<file path="src/rtl/vga_pkg.sv">
// Shared VGA timing constants, receiver state encoding and the CRC-16-CCITT step
// used by the optional per-frame checksum.
package vga_pkg;

  localparam int VGA_H_AV    = 640;
  localparam int VGA_H_FP    = 16;
  localparam int VGA_H_SP    = 96;
  localparam int VGA_H_BP    = 48;
  localparam int VGA_V_AV    = 480;
  localparam int VGA_V_FP    = 10;
  localparam int VGA_V_SP    = 2;
  localparam int VGA_V_BP    = 33;

  // Receiver-side view of the driver timing (driver wraps one clock late).
  localparam int VGA_H_TOTAL = 801;
  localparam int VGA_V_TOTAL = 526;
  localparam int VGA_H_START = 145;
  localparam int VGA_V_START = 35;

  typedef enum logic [1:0] {
    SEARCH  = 2'd0,
    ACQUIRE = 2'd1,
    LOCKED  = 2'd2
  } rx_state_t;

  localparam logic [15:0] CRC_POLY = 16'h1021;
  localparam logic [15:0] CRC_SEED = 16'hFFFF;

  // Shift one pixel (R first) into a CRC-16-CCITT register.
  function automatic logic [15:0] crc16_rgb(input logic [15:0] crc, input logic [2:0] bits);
    logic [15:0] c;
    c = crc;
    for (int i = 2; i >= 0; i--) begin
      if (c[15] ^ bits[i]) c = {c[14:0], 1'b0} ^ CRC_POLY;
      else                 c = {c[14:0], 1'b0};
    end
    return c;
  endfunction

endpackage

</file>
<file path="src/rtl/vga_rx_sync.sv">
// Two-flop synchronizer for the VGA pins plus falling-edge detection on the
// synchronized hSync/vSync. All flops reset to 1, the idle sync level.
module vga_rx_sync #(
  parameter int W = 3
) (
  input  logic         clk,
  input  logic         rst_n,
  input  logic         hs,
  input  logic         vs,
  input  logic [W-1:0] data,
  output logic [W-1:0] data_sync,
  output logic         h_fall,
  output logic         v_fall
);

  logic [W+1:0] meta;
  logic [W+1:0] stage;
  logic [1:0]   prev;

  // Two-stage capture of all pins, then one more stage on the syncs for edge detect
  always_ff @(posedge clk or negedge rst_n) begin
    if (!rst_n) begin
      meta  <= '1;
      stage <= '1;
      prev  <= '1;
    end else begin
      meta  <= {hs, vs, data};
      stage <= meta;
      prev  <= stage[W+1:W];
    end
  end

  assign data_sync = stage[W-1:0];
  assign h_fall    = prev[1] & ~stage[W+1];
  assign v_fall    = prev[0] & ~stage[W];

endmodule

</file>
<file path="src/rtl/vga_sync_receiver.sv">
// VGA timing receiver / frame checker. Locks onto hSync/vSync timing, recovers
// active-pixel coordinates and reports the lit-pixel count once per clean frame.
// Optional feature: define VGA_RX_CRC_EN to add the frameCrc output.
//
// state   | meaning
// SEARCH  | no timing reference, waiting for a vSync fall
// ACQUIRE | measuring one frame to validate line period and line count
// LOCKED  | timing confirmed; active pixels and frame results are reported
module vga_sync_receiver
  import vga_pkg::*;
#(
  parameter int H_AV    = VGA_H_AV,
  parameter int V_AV    = VGA_V_AV,
  parameter int H_TOTAL = VGA_H_TOTAL,
  parameter int V_TOTAL = VGA_V_TOTAL,
  parameter int H_START = VGA_H_START,
  parameter int V_START = VGA_V_START,
  parameter int H_TOL   = 1,
  parameter int V_TOL   = 1
) (
  input  logic        clk,
  input  logic        resetN,
  input  logic        hSync,
  input  logic        vSync,
  input  logic        R,
  input  logic        G,
  input  logic        B,
  output logic [9:0]  x,
  output logic [9:0]  y,
  output logic        valid,
  output logic [2:0]  rgb,
  output logic        locked,
  output logic        frameDone,
  output logic [18:0] litCount
`ifdef VGA_RX_CRC_EN
  ,
  output logic [15:0] frameCrc
`endif
);

  localparam logic [9:0]  CNT_MAX = 10'h3FF;
  localparam logic [10:0] H_LO    = 11'(H_TOTAL - H_TOL);
  localparam logic [10:0] H_HI    = 11'(H_TOTAL + H_TOL);
  localparam logic [10:0] V_LO    = 11'(V_TOTAL - V_TOL);
  localparam logic [10:0] V_HI    = 11'(V_TOTAL + V_TOL);
  localparam logic [10:0] H_BEG   = 11'(H_START);
  localparam logic [10:0] H_END   = 11'(H_START + H_AV);
  localparam logic [10:0] V_BEG   = 11'(V_START);
  localparam logic [10:0] V_END   = 11'(V_START + V_AV);

  logic [2:0]  rgb_s;
  logic        h_fall, v_fall;
  logic [9:0]  h_cnt, h_cnt_nxt, v_cnt, v_cnt_nxt;
  logic        h_sat;
  logic [10:0] period;
  logic        line_bad, line_err, h_seen;
  logic        v_ok, frame_ok;
  logic        valid_nxt;
  logic [18:0] acc;
  rx_state_t   state, state_nxt;

  vga_rx_sync #(.W(3)) u_sync (
    .clk       (clk),
    .rst_n     (resetN),
    .hs        (hSync),
    .vs        (vSync),
    .data      ({R, G, B}),
    .data_sync (rgb_s),
    .h_fall    (h_fall),
    .v_fall    (v_fall)
  );

  assign h_sat    = (h_cnt == CNT_MAX);
  assign period   = {1'b0, h_cnt} + 11'd1;
  assign line_bad = (period < H_LO) || (period > H_HI);
  assign v_ok     = ({1'b0, v_cnt} >= V_LO) && ({1'b0, v_cnt} <= V_HI);
  assign frame_ok = !line_err && v_ok;
  assign locked   = (state == LOCKED);

  // Next counter values; they describe the pixel now leaving the synchronizer
  always_comb begin
    h_cnt_nxt = h_cnt;
    v_cnt_nxt = v_cnt;
    if (h_fall)      h_cnt_nxt = '0;
    else if (!h_sat) h_cnt_nxt = h_cnt + 10'd1;
    if (v_fall)                          v_cnt_nxt = '0;
    else if (h_fall && v_cnt != CNT_MAX) v_cnt_nxt = v_cnt + 10'd1;
  end

  // Position counters
  always_ff @(posedge clk or negedge resetN) begin
    if (!resetN) begin
      h_cnt <= '0;
      v_cnt <= '0;
    end else begin
      h_cnt <= h_cnt_nxt;
      v_cnt <= v_cnt_nxt;
    end
  end

  // Sticky line-period error; the first line after vSync has no trusted start
  always_ff @(posedge clk or negedge resetN) begin
    if (!resetN) begin
      line_err <= 1'b0;
      h_seen   <= 1'b0;
    end else if (v_fall) begin
      line_err <= 1'b0;
      h_seen   <= 1'b0;
    end else if (h_fall) begin
      h_seen <= 1'b1;
      if (h_seen && line_bad) line_err <= 1'b1;
    end
  end

  // State register
  always_ff @(posedge clk or negedge resetN) begin
    if (!resetN) state <= SEARCH;
    else         state <= state_nxt;
  end

  // Lock decisions are taken at vSync falls; a lost hSync drops lock at once
  always_comb begin
    state_nxt = state;
    if (h_sat) begin
      state_nxt = SEARCH;
    end else if (v_fall) begin
      case (state)
        SEARCH:  state_nxt = ACQUIRE;
        ACQUIRE: state_nxt = frame_ok ? LOCKED : ACQUIRE;
        LOCKED:  state_nxt = frame_ok ? LOCKED : SEARCH;
        default: state_nxt = SEARCH;
      endcase
    end
  end

  assign valid_nxt = locked
                   && ({1'b0, h_cnt_nxt} >= H_BEG) && ({1'b0, h_cnt_nxt} < H_END)
                   && ({1'b0, v_cnt_nxt} >= V_BEG) && ({1'b0, v_cnt_nxt} < V_END);

  // Pixel output register
  always_ff @(posedge clk or negedge resetN) begin
    if (!resetN) begin
      x     <= '0;
      y     <= '0;
      valid <= 1'b0;
      rgb   <= '0;
    end else begin
      valid <= valid_nxt;
      x     <= valid_nxt ? h_cnt_nxt - 10'(H_START) : '0;
      y     <= valid_nxt ? v_cnt_nxt - 10'(V_START) : '0;
      rgb   <= rgb_s;
    end
  end

  // Lit-pixel accumulator, published only for frames that were locked and clean
  always_ff @(posedge clk or negedge resetN) begin
    if (!resetN) begin
      acc       <= '0;
      litCount  <= '0;
      frameDone <= 1'b0;
    end else begin
      frameDone <= 1'b0;
      if (v_fall) begin
        acc <= '0;
        if (locked && frame_ok) begin
          litCount  <= acc;
          frameDone <= 1'b1;
        end
      end else if (valid_nxt && |rgb_s) begin
        acc <= acc + 19'd1;
      end
    end
  end

`ifdef VGA_RX_CRC_EN
  logic [15:0] crc_acc;

  // Per-frame CRC over valid pixels, latched together with litCount
  always_ff @(posedge clk or negedge resetN) begin
    if (!resetN) begin
      crc_acc  <= CRC_SEED;
      frameCrc <= '0;
    end else if (v_fall) begin
      crc_acc <= CRC_SEED;
      if (locked && frame_ok) frameCrc <= crc_acc;
    end else if (valid_nxt) begin
      crc_acc <= crc16_rgb(crc_acc, rgb_s);
    end
  end
`endif

endmodule

</file>
<file path="config.mk">
export PLATFORM = sky130hd
export DESIGN_NAME = vga_sync_receiver
export DESIGN_NICKNAME = d
export VERILOG_FILES = /design/src/rtl/vga_pkg.sv /design/src/rtl/vga_rx_sync.sv /design/src/rtl/vga_sync_receiver.sv
export SDC_FILE = /design/constraint.sdc
export NUM_CORES = 1
export LEC_CHECK = 0
export BUFFER_PORTS_ARGS = -buffer_cell sky130_fd_sc_hd__buf_2
export CAP_MARGIN = 20
export CORE_MARGIN = 2
export CORE_UTILIZATION = 25
export CTS_BUF_LIST = sky130_fd_sc_hd__clkbuf_4 sky130_fd_sc_hd__clkbuf_8
export CTS_CLUSTER_SIZE = 20
export DETAILED_ROUTE_END_ITERATION = 8
export PLACE_DENSITY = 0.45
export SYNTH_ARGS = -nofsm -noshare
export SYNTH_HDL_FRONTEND = slang
export SYNTH_SLANG_ARGS = --single-unit
</file>
<file path="constraint.sdc">
create_clock -name clk -period 4.7 [get_ports clk]
set_clock_uncertainty 0.2 [all_clocks]
set_input_delay 0.47 -clock clk [delete_from_list [all_inputs] [get_ports clk]]
set_output_delay 0.47 -clock clk [all_outputs]
set_load 0.1 [all_outputs]
</file>
==> summary.md <==
| Metric | Value |
|---|---|
| Status | `finished, violations left` |
| Failing checks | `negative hold slack` |
| Via Count | `3949` |
| Fmax | `232 MHz` |
| TritonRoute pass-1 iters | `5` |
| Setup violators final | `0` |
| Hold_ws | `-0.0315 ns` |
| Routed wire per std cell | `15.4 um` |
| Rows | `51` |
| Fillers | `2074` |
| Rel. slew slack | `about two fifths` |
| Synthesized flop and latch total | `just under 100` |
| Ys flop type | `dfrtp_1` |
| Placer Congestion | `0.835` |
| Largest family of logic cells by synthesized area | `simple AND/OR/NAND/NOR gates` |
| EDFF count, synth | `0` |
| CP max FO | `9` |
| Worst-path clk slew | `between 0.1 and 0.15 ns` |
| GRT Total Usage | `about an eighth` |
| Commonest non-fill, non-tap cells in the layout | `dfrtp_1, buf_2, nor2_1, nand2_1, a21oi_1` |
| Die width | `145 um` |
| # DRC | `0` |
| Area share of fa/ha/maj cells after synthesis | `2.03%` |
| Mux share of post-synthesis cell area | `4.94%` |
| Layout cells sized above 1 | `26.5%` |
| Clock sink count | `99` |
| Overflow after GRT | `0` |
| Dpl hpwl | `around 9000 um` |
| Post-CTS setup buffer count | `0` |
| Peak VDD IR | `~0.12 mV` |
| Cell family with most CP delay | `simple AND/OR/NAND/NOR gates` |
| Final hold vios | `14` |
| WP data required | `about 4.8 ns` |
| Root buffer cell | `clkbuf_8` |
| Worst-Skew Late Latency | `approximately 0.4 ns` |
| Final max-slew violation count | `0` |
| Post-Layout Inst Area | `~0.006 mm^2` |
| Final non-filler cell total | `830` |
| CTS Buffer Depth | `2` |
| Vias in the first global route | `3956` |
| Min-Delay Path Class | `in2async` |
| Via/cell ratio | `4.76` |
| Least-Margin Pin Slew | `~0.88 ns` |
| Post-synthesis average cell area | `between 10 and 15 um^2` |
| Max Cap Viol | `0` |
| RSZ-0062 raised after global routing | `false` |
| Post-synthesis cell area | `~0.005 mm^2` |
| Arrival @ worst endpoint | `4.40 ns` |
| Most used cell, CP | `nor3_1` |
| Global-route wire length before repair | `21000 um` |
| Synthesis-to-finish area growth | `19.3%` |
| Max incr delay on CP | `0.52 ns` |
| Starting density of the core | `25.5%` |
| Ant diodes | `0` |
| Synthesized instance count | `489` |
| Cell variety after synth | `65` |
| Final period utilization | `between 90% and 100%` |
| Flop-to-flop setup slack | `0.39 ns` |
| CP bufs+invs | `2` |
| Final WL | `approximately 13000 um` |
| Final Power | `0.00172 W` |
| Stages on worst setup path | `15` |
| Xor and xnor area share after synthesis | `3.72%` |
| Total negative slack | `0 ns` |
| Crit Path Category | `reg2reg` |
| Static leakage | `2.70 nW` |
| DIE AREA | `0.0209 mm^2` |
| Ports | `52` |
| Crit-path cells | `nand4_1 > nor3_1 > nor2_1 > nor3_1 > inv_1 > ha_1 > or4b_1 > a21oi_1 > a2111oi_0 > or3_1 > a2111oi_2 > buf_4 > nor3_2 > nand2_1 > a31o_1` |
| CTS tree | `yes` |
| Post-synthesis net count | `between 500 and 600` |
| Worst Setup Start Kind | `register` |
| Slowest cell on the critical path | `dfrtp_1` |
| Initial antenna violation count | `0` |
| Async SR Flop Fraction | `100%` |
| Die Y | `145 um` |
| Register-to-Register Path Depth | `15` |
| PortBufs | `51` |
| 1st-iter DRT viols | `332` |
| CTS buffer count | `9` |
| Most common cell after layout, fill and taps aside | `dfrtp_1` |
| Placed cell count | `808` |
| Min Tclk post-route | `4.31 ns` |
| Complex-gate fraction of the synthesized area | `15.1%` |
| PD cells | `292 mW/mm^2` |
| Largest net degree at the start of global routing | `65` |
| Post-synthesis sequential area ratio | `50.4%` |
| Placed inst area | `around 0.0056 mm^2` |
| Simple-Gate Fraction of Synth Area | `slightly above 20%` |
| Remaining antenna violation count | `0` |
| Crit. End Element | `register` |
| Warnings from Yosys | `0` |
| Layout Nets | `575` |
| Core ar. | `0.0194 mm^2` |
| H-Tree Depth | `3` |
==> kinds of logic after synthesis <==
family                   after synthesis
AND/OR/NAND/NOR                      187
AO/OA/AOI/OAI                        108
flip-flops                            99
buffers and inverters                 44
multiplexers                          22
XOR/XNOR                              21
adder cells (fa/ha/maj)                8
==> path summary, 6_finish.rpt <==
path / end / from
worst max-delay path: acc[9]$_DFFE_PN0P_ / h_cnt[6]$_DFF_PN0_
worst max register to register: acc[9]$_DFFE_PN0P_ / h_cnt[6]$_DFF_PN0_
worst min register to register: u_sync.stage[3]$_DFF_PN1_ / u_sync.meta[3]$_DFF_PN1_
min in group clk: u_sync.stage[3]$_DFF_PN1_ / u_sync.meta[3]$_DFF_PN1_
max in group asynchronous: u_sync.meta[3]$_DFF_PN1_ / resetN
worst min-delay path: frameDone$_DFF_PN0_ / resetN
==> layout make-up <==
class                      instances  area (um^2)  share of cell area [%]
clock inverter                     7         65.1                    1.10
timing repair buffer              84          526                    8.92
clock buffer                       9          124                    2.10
inverter                          20         75.1                    1.27
sequential                        99         2490                    42.3
tap                              265          332                    5.63
multi-input combinational        346         2280                    38.7
==> repair_timing <==
item / in CTS / in global routing
endpoints found under the hold margin: 5 / 0
hold buffers: 5 / 0
endpoints found under the setup margin: 0 / 12
resized for setup: 0 / 2
==> flip-flops by register name (all words and copies together), names as in the netlist <==
signal / flops
v_cnt: 10
y: 10
line_err: 1
frameDone: 1
state: 2
h_cnt: 10
litCount: 19
rgb: 3
u_sync.meta: 5
x: 10
acc: 19
u_sync.prev: 2
valid: 1
u_sync.stage: 5
h_seen: 1
==> per-layer routing <==
metal  vias to the layer above  part of all wire (%)  GRT usage (%)
met2                        86                    46           20.4
li1                       1913                     -              -
met5                         -                     0              0
met4                         0                   2.8           5.88
met1                      1931                    47           17.5
met3                        19                   4.2           2.58
==> through the flow <==
stage | worst slack, ns | util [%]
after floorplan | 0.402 | -
after global placement | 0.279 | 29.0
after detailed placement | 0.136 | 29.0
after CTS | 0.0879 | 30.3
after global routing | 0.0182 | 30.4
final | 0.389 | 30.4
==> synth_stat cells, drive strengths merged (3+ instances only) <==
cell      n  area [um^2]
a31o      9         78.8
ha        8          100
and3      8         50.1
a2111oi   3         32.5
nand2    38          143
a31oi     9         56.3
a21oi    33          165
inv      19         71.3
buf      13         65.1
nand3    21          105
and2      5         31.3
mux2     19          214
nor2b     7         43.8
or3       5         36.3
nand4     8         65.1
nor2     47          176
nand2b    3         18.8
o31a      4         35.0
o21ai    14         70.1
and4      3         26.3
o211ai    3         22.5
o31ai     8         60.1
or4       8         60.1
mux2i     3         30.0
xor2      5         43.8
xnor2    16          140
clkbuf   11         41.3
or2       6         37.5
nor4      5         46.3
dfrtp    87         2180
dfstp    12          315
nor3     15         85.1
a211oi   11          100
==> power by group <==
group	leakage [nW]	switching, W	internal [W]
registers	1.32	0.0000189	0.000880
logic	1.29	0.000168	0.000107
clock network	0.0901	0.000345	0.000201
Note: power is estimated with default switching activity, not from simulation.
